<file path="src/rtl/pm_noc_tx_arbiter.sv">
// Round-robin, packet-locked arbiter sharing the PM outbound NoC packet path.
// Registered output stage; a lock watchdog releases an owner that stops sending beats.
module pm_noc_tx_arbiter #(
    parameter int NUM_REQ      = 3,
    parameter int PKT_W        = 64,
    parameter int LOCK_TIMEOUT = 1024
) (
    input  logic                     clk_pm_i,
    input  logic                     reset_pm_i,
    input  logic [NUM_REQ-1:0]       req_valid_i,
    input  logic [NUM_REQ*PKT_W-1:0] req_data_i,
    input  logic [NUM_REQ-1:0]       req_last_i,
    output logic [NUM_REQ-1:0]       req_ready_o,
    output logic                     out_valid_o,
    output logic [PKT_W-1:0]         out_data_o,
    output logic                     out_last_o,
    input  logic                     out_ready_i,
    output logic [NUM_REQ-1:0]       grant_o,
    output logic                     busy_o,
    output logic                     timeout_err_o,
    input  logic                     err_clear_i
);

    localparam int IDX_W = $clog2(NUM_REQ);
    localparam int WD_W  = (LOCK_TIMEOUT > 1) ? $clog2(LOCK_TIMEOUT) : 1;

    typedef enum logic {IDLE, LOCKED} state_t;

    state_t             state, state_nx;
    logic [IDX_W-1:0]   owner, owner_nx, rr_ptr, rr_nx, pick_idx, owner_inc;
    logic               pick_valid;
    logic [WD_W-1:0]    wdog, wdog_nx;
    logic               err_nx, room, beat, fire;
    logic [NUM_REQ-1:0] owner_oh;
    logic [PKT_W-1:0]   owner_data;
    logic [IDX_W:0]     cand;

    assign room      = ~out_valid_o | out_ready_i;
    assign owner_oh  = {{(NUM_REQ-1){1'b0}}, 1'b1} << owner;
    assign beat      = (state == LOCKED) & req_valid_i[owner] & room;
    assign owner_inc = (owner == IDX_W'(NUM_REQ-1)) ? '0 : owner + 1'b1;

    assign grant_o     = (state == LOCKED) ? owner_oh : '0;
    assign busy_o      = (state == LOCKED);
    assign req_ready_o = (state == LOCKED && room) ? owner_oh : '0;

    // First valid requester scanning upward from rr_ptr, wrapping at NUM_REQ.
    always_comb begin
        pick_valid = 1'b0;
        pick_idx   = '0;
        cand       = '0;
        for (int unsigned i = 0; i < NUM_REQ; i++) begin
            cand = {1'b0, rr_ptr} + (IDX_W+1)'(i);
            if (cand >= (IDX_W+1)'(NUM_REQ))
                cand = cand - (IDX_W+1)'(NUM_REQ);
            if (!pick_valid && req_valid_i[cand]) begin
                pick_valid = 1'b1;
                pick_idx   = cand[IDX_W-1:0];
            end
        end
    end

    always_comb begin
        owner_data = '0;
        for (int unsigned i = 0; i < NUM_REQ; i++)
            if (owner == IDX_W'(i))
                owner_data = req_data_i[i*PKT_W +: PKT_W];
    end

    always_comb begin
        state_nx = state;
        owner_nx = owner;
        rr_nx    = rr_ptr;
        wdog_nx  = wdog;
        fire     = 1'b0;
        case (state)
            IDLE: begin
                if (pick_valid) begin
                    state_nx = LOCKED;
                    owner_nx = pick_idx;
                    wdog_nx  = '0;
                end
            end
            LOCKED: begin
                if (beat) begin
                    wdog_nx = '0;
                    if (req_last_i[owner]) begin
                        state_nx = IDLE;
                        rr_nx    = owner_inc;
                    end
                end else if (room && LOCK_TIMEOUT > 0) begin
                    // Downstream backpressure (no room) freezes the watchdog.
                    if (wdog == WD_W'(LOCK_TIMEOUT-1)) begin
                        fire     = 1'b1;
                        state_nx = IDLE;
                        rr_nx    = owner_inc;
                    end else begin
                        wdog_nx = wdog + 1'b1;
                    end
                end
            end
            default: state_nx = IDLE;
        endcase
        err_nx = fire | (timeout_err_o & ~err_clear_i);
    end

    always_ff @(posedge clk_pm_i) begin
        if (reset_pm_i) begin
            state         <= IDLE;
            owner         <= '0;
            rr_ptr        <= '0;
            wdog          <= '0;
            timeout_err_o <= 1'b0;
            out_valid_o   <= 1'b0;
            out_data_o    <= '0;
            out_last_o    <= 1'b0;
        end else begin
            state         <= state_nx;
            owner         <= owner_nx;
            rr_ptr        <= rr_nx;
            wdog          <= wdog_nx;
            timeout_err_o <= err_nx;
            if (beat) begin
                out_valid_o <= 1'b1;
                out_data_o  <= owner_data;
                out_last_o  <= req_last_i[owner];
            end else if (out_ready_i) begin
                out_valid_o <= 1'b0;
            end
        end
    end

endmodule

</file>
<file path="config.mk">
export PLATFORM = sky130hd
export DESIGN_NAME = pm_noc_tx_arbiter
export DESIGN_NICKNAME = d
export VERILOG_FILES = /design/src/rtl/pm_noc_tx_arbiter.sv
export SDC_FILE = /design/constraint.sdc
export NUM_CORES = 1
export LEC_CHECK = 0
export CAP_MARGIN = 20
export CELL_PAD_IN_SITES_DETAIL_PLACEMENT = 1
export CELL_PAD_IN_SITES_GLOBAL_PLACEMENT = 1
export CORE_MARGIN = 2
export CORE_UTILIZATION = 26
export CTS_CLUSTER_SIZE = 12
export DETAILED_ROUTE_END_ITERATION = 10
export GPL_TIMING_DRIVEN = 0
export PLACE_DENSITY_LB_ADDON = 0.1
export SYNTH_ARGS = -nofsm -noshare
export SYNTH_HDL_FRONTEND = slang
export SYNTH_SLANG_ARGS = --single-unit
</file>
<file path="constraint.sdc">
create_clock -name clk_pm_i -period 2.9 [get_ports clk_pm_i]
set_input_delay 0.29 -clock clk_pm_i [delete_from_list [all_inputs] [get_ports clk_pm_i]]
set_output_delay 0.29 -clock clk_pm_i [all_outputs]
set_load 0.005 [all_outputs]
</file>
Word-level counts from Yosys, hierarchy flattened
Cells that the tools add are included.
Cells by class
  equality and inequality tests: 7
  reduce and logical (&&, ||, !) cells: 12
  bitwise logic cells: 8
  multiplexer cells: 46
  magnitude comparators: 7
  shift operators: 1
  $add $sub $neg: 7
Operators with widths (number)
  2-to-1 mux 64 bit: 3
  2-to-1 mux 10 bit: 4
  case mux 10 bit (2 select lines): 1
  2-to-1 mux 1 bit: 19
  2-to-1 mux 2 bit: 8
  2-to-1 mux 3 bit: 5
  adder 10 x 1 -> 10 bit, second input constant: 1
  binary-select mux 1 bit (select 2 bit): 5
  equality test 10 bit, second input constant: 1
  < comparator 3 bit, second input constant: 3
  greater-or-equal comparator 3 x 2 -> 1 bit, second input constant: 2
  nonzero test 2 bit: 3
  subtractor 3 x 2 -> 3 bit, second input constant: 2
  AND reduction 4 bit: 1
  adder 2 x 1 -> 3 bit, second input constant: 1
  adder 2 x 2 -> 3 bit, second input constant: 1
  bitwise AND 1 bit: 3
  logical AND 1 bit: 3
  < comparator 2 x 3 -> 1 bit, second input constant: 1
  != test 3 x 1 -> 1 bit, second input constant: 1
  != test 3 bit, second input constant: 1
  NOT 1 bit: 3
  AND reduction 3 bit: 1
  left shift 1 x 2 -> 3 bit, first input constant: 1
  other kinds (12): 14
Word-level totals
  output and inout port bits: 74
  logic and storage cells: 96
  bits in registers: 82
  input port bits: 202

Depth between registers and ports, before layout
  depth after elaboration: 13
  gate-level depth with buffers: 9
  depth with buffers taken out: 7

Worst setup path before layout
Ideal clock, no wire load.
  kind: reg2reg
  from: reg rr_ptr[0]
  to: reg wdog[2]
  path slack: 666 ps
  path buffers: 2
  stages on the path, launching flop included: 10
  setup time: 106 ps
  period minus slack after synthesis: 2234 ps
  data required time: 2794 ps
  arrival time: 2128 ps
  path through: dfxtp_1 -> inv_1 -> ha_1 -> clkbuf_1 -> a221o_1 -> a21oi_1 -> o22a_1 -> clkbuf_1 -> nand2_1 -> o311ai_0
Between the ends
  cells in the longest elaborated chain, start to end: 13
  elaborated cells between the ends (all ways): 26
  those cells by class: add/sub (5); order compare (3); eq/ne (1); mux (12); reduce/logical (5)
Ends and longest elaborated chain
  start: declaration: RTL line 30  | logic [IDX_W-1:0] owner, owner_nx, rr_ptr, rr_nx, pick_idx, owner_inc;
  start signal: assignment: RTL line 120  | rr_ptr <= rr_nx;
  parallel branches: the longest is 10 deep, another holds adder 2 x 1 -> 3 bit
  2-to-1 mux 1 bit (*): RTL line 56  | if (!pick_valid && req_valid_i[cand]) begin
  != test 2 bit (no line) (*)
  AND reduction 3 bit (no line) (*)
  end signal: assignment: RTL line 121  | wdog <= wdog_nx;
  end: declaration: RTL line 32  | logic [WD_W-1:0] wdog, wdog_nx;
Mark *: on every way between the ends. The select of a mux whose other input is x is not followed.
A chain may end at the register's enable or synchronous reset.

Final worst setup path
  from: reg owner[0]
  to: out grant_o[1]
Between the ends
  cells in the longest elaborated chain, start to end: 2
Ends and longest elaborated chain
  start: declaration: RTL line 30
  start signal: assignment: RTL line 119  | owner <= owner_nx;
  left shift 1 x 2 -> 3 bit: RTL line 39  | assign owner_oh = {{(NUM_REQ-1){1'b0}}, 1'b1} << owner;
  2-to-1 mux 3 bit: RTL line 43  | assign grant_o = (state == LOCKED) ? owner_oh : '0;
  end: declaration: RTL line 18  | output logic [NUM_REQ-1:0] grant_o,
No other way between the ends.

==> results by group <==
Synth
  • Post-synthesis compound-gate area fraction: 0.173
  • Main combinational cell family by area after synthesis: simple AND/OR/NAND/NOR gates
  • Synth async-reset ratio: 0
  • Post-synthesis xor/xnor area fraction: 0
  • Register area share after synthesis: 0.360
  • Netlist cell types: 43
  • Synth Cell Area: about 0.0046 mm²
  • Synthesis Warnings: 0
  • Post-Synth Adder-Cell Area: 0.0110
  • EDFF count, synth: 0
  • Ys flop type: dfxtp_1
  • Mean Syn Cell Area: about 8 µm²
  • Post-synthesis mux area share: 0.156
  • Simple-Gate Fraction of Synth Area: 0.249
  • Cells after Synth: approximately 580
  • Syn Nets: around 800
  • Seq cells post-synth: between 80 and 90

Timing
  • Total Neg Setup Slack: 0 ns
  • Final setup skew: 0.00649 ns
  • Fin crit share: 0.953
  • Fmax: 0.362 GHz
  • Fin Hold WS: a little under 0.5 ns
  • Final hold viol count: 0
  • Worst slew margin: 0.392
  • Pins Over Slew Limit: 0
  • Final setup violation count: 0
  • RSZ-0062 raised after global routing: false
  • Worst-Margin Slew: slightly above 0.9 ns
  • Post-route minimum period: 2.76 ns

Drt
  • DRC viols: 0
  • Vias after detailed routing: about 5400
  • Drt total wl: 19400 µm
  • Vias/cell: about 4.9
  • TritonRoute pass-1 iters: 5
  • Avg WL per Cell: 17.8 µm
  • Post-DRT Antenna Nets: 0
  • Starting DRT DRC Count: roughly 210

Flow run
  • Max-Cap Viols: 0

Hold path
  • Hold Path End: out_data_o[13]
  • Hold crit path type: flip-flop to flip-flop
  • Hold Crit Start: out_data_o[13]
  • Hold Crit Depth: 2

Clocking
  • Clock sink count: 82
  • CTS tree: done
  • Total CTS buffers: 9
  • Htree depth: 3
  • Clock transition at the registers of the reported paths: ~0.060 ns
  • Clk buf depth: 2
  • CTS Root Cell: clkbuf_16
  • Setup bufs post-CTS: 0
  • Worst-Skew Late Latency: 0.34 ns

Pwr
  • Leakage: ~2.7 nW
  • VDD IR max: 276 µV
  • Clock network power share: 0.316
  • Power per cell area: around 520 mW/mm²
  • Int Power: around 2.9 mW
  • Net Sw Frac: 0.302
  • Psw: ~1.2 mW
  • Tot Pwr: roughly 4.1 mW
  • Sequential power share: 0.324
  • Combinational power share: 0.359

Placement
  • PortBufs: ~280
  • Post-DP HPWL: about 16000 µm
  • Placer Congestion: ~0.83

Global route
  • Initial antenna violation count: 0
  • GRT Total Usage: 0.207
  • Largest net degree at the start of global routing: 20
  • Gr ovfl total: 0
  • Vias in the first global route: 5647
  • First-pass GRT wire length: roughly 30000 µm

Finish
  • Final core occ: 0.460
  • Nets: 1065
  • Antenna Cells: 0
  • Area grow syn2layout: 73.9%
  • Layout cells sized above 1: 0.0336

Setup path
  • Data arrival, critical path: approximately 2.5 ns
  • Critical Path, Cell by Cell: clkbuf_2, nor2b_1, buf_2, and2_1, clkdlybuf4s50_1
  • R2R depth: 8
  • Crit path launch type: flip-flop
  • Critical path endpoint category: output pin
  • Crit path max-delay family: buffers and inverters
  • Critical path fanouts, max: 19
  • Worst R2R Setup Slack: approximately 0.26 ns
  • Crit path kind: flip-flop to output pin
  • RR Startpoint: rr_ptr[0]
  • Cell at the slowest stage of the critical path: clkdlybuf4s50_1
  • Buffers & Inverters on Critical Path: 3
  • Critical path's largest stage delay: roughly 0.50 ns
  • Crit path required time: between 2 and 3 ns
  • Reg2reg end: wdog[2]

Floorplanning
  • Die Wd: between 100 and 150 µm
  • Io pins: between 200 and 300
  • Die height: between 100 and 150 µm
  • Core box area: about 0.017 mm²
  • Initial Util: 0.265
  • Row cnt: 48
  • Die ar.: 0.0186 mm²

Run status
  • Run status: complete, no violations
## Yosys cell counts, types with 2 or more instances
cell | instances | share of area
and2_1 | 3 | 0.0041
mux2i_1 | 71 | 0.16
a32oi_1 | 4 | 0.0077
or3_1 | 4 | 0.0055
nor2_1 | 135 | 0.11
nand2_1 | 14 | 0.012
nand2b_1 | 6 | 0.0082
nor2b_1 | 5 | 0.0069
o21ai_0 | 8 | 0.0088
and4_1 | 2 | 0.0038
buf_2 | 7 | 0.0077
ha_1 | 4 | 0.011
dfxtp_1 | 82 | 0.36
a21oi_1 | 7 | 0.0077
a22oi_1 | 2 | 0.0033
nor3_1 | 67 | 0.074
clkbuf_1 | 41 | 0.034
nand3_1 | 2 | 0.0022
a211oi_1 | 65 | 0.11
o31ai_1 | 2 | 0.0033
or4_1 | 4 | 0.0066
a221oi_1 | 3 | 0.0058
buf_1 | 2 | 0.0016
o22ai_1 | 3 | 0.0041
nand3b_1 | 5 | 0.0082
nor3b_1 | 2 | 0.0033
inv_1 | 9 | 0.0074
## flip-flops by register name, indices dropped and copies added, names as in the netlist
| signal | cells |
|---|---|
| busy_o | 1 |
| out_data_o | 64 |
| out_last_o | 1 |
| out_valid_o | 1 |
| owner | 2 |
| rr_ptr | 2 |
| timeout_err_o | 1 |
| wdog | 10 |
## placed cells by master, fill, tap and decap left out, types with 2 or more instances in the layout
cell type and instances:
clkbuf_2 2, buf_1 2, nor2b_1 5, a211oi_1 65
and2_1 3, or4_1 4, nand3_1 2, nand2_1 14
clkbuf_16 9, nand3b_1 5, a22oi_1 2, buf_2 8
clkbuf_1 36, mux2i_1 71, bufinv_16 2, clkdlybuf4s50_1 275
inv_1 9, dfxtp_1 82, o22ai_1 3, nor3b_1 2
o21ai_0 8, and4_1 2, clkbuf_8 3, nand2b_1 6
a221oi_1 3, nor2_1 135, a32oi_1 4, o31ai_1 2
ha_1 4, nor3_1 67, a21oi_1 7, or3_1 4
## worst max path at each step
stage,depth (start not counted),start,end
floorplan,9,rr_ptr[0],wdog[2]
global placement,6,owner[0],grant_o[1]
detailed placement,6,owner[0],grant_o[1]
CTS,5,owner[0],grant_o[1]
global route,5,owner[0],grant_o[1]
finish,5,owner[0],grant_o[1]
## per-stage QoR
step           setup WS (ns)  cells  cell area, µm²
2_1_floorplan          0.666    575            4560
3_3_place_gp          -0.320   1075            7590
3_5_place_dp          -0.303   1075            7590
4_1_cts               0.0472   1090            7930
5_1_grt               0.0145   1089            7930
6_report               0.136   1089            7930
## metal layers
layer,GRT usage,vias up,routed length [µm]
met2,0.379,170,10100
met1,0.229,2564,7570
met3,0.0690,15,1500
met4,0.0469,0,250
li1,-,2635,-
met5,0,-,0
## cells by family (layout without fill, tap and decap cells)
| family | Yosys count | in the layout |
|---|---|---|
| compound gates | 107 | 107 |
| fa+ha+maj | 4 | 4 |
| buf+inv | 60 | 349 |
| flops | 82 | 82 |
| mux | 71 | 71 |
| simple gates | 251 | 251 |
## worst register-to-register path: stages, from the launching register on
cell and delay, ns:
dfxtp_1 0.38, inv_1 0.06, ha_1 0.29, clkbuf_1 0.21, a221o_1 0.37, a21oi_1 0.15, o22a_1 0.47, nand2_1 0.26
o311ai_0 0.34
## final cells by class
class | instances | area, µm²
clock buffers | 12 | 267
multi-input cells | 433 | 2680
repair buffers | 275 | 2750
clock inverters | 4 | 72.6
flip-flops and latches | 82 | 1640
inverters | 10 | 37.5
fillers | 2022 | 9310
plain buffers | 48 | 193
well taps | 225 | 282
## what timing repair did
| action | 4_1_cts | 5_1_grt |
|---|---|---|
| hold buffers | 0 | 0 |
| endpoints found under the hold margin | 0 | 0 |
| endpoints found under the setup margin | 1 | 5 |
| resized for setup | 2 | 3 |
## power by group through the flow
stage / Sequential [mW] / Combinational (mW) / Clock [mW]
floorplan: 1.36 / 0.700 / 0
global placement: 1.35 / 1.47 / 0
detailed placement: 1.36 / 1.50 / 0
CTS: 1.34 / 1.50 / 1.34
global route: 1.35 / 1.63 / 1.38
finish: 1.34 / 1.48 / 1.30
Power figures use the tool's default switching activity.
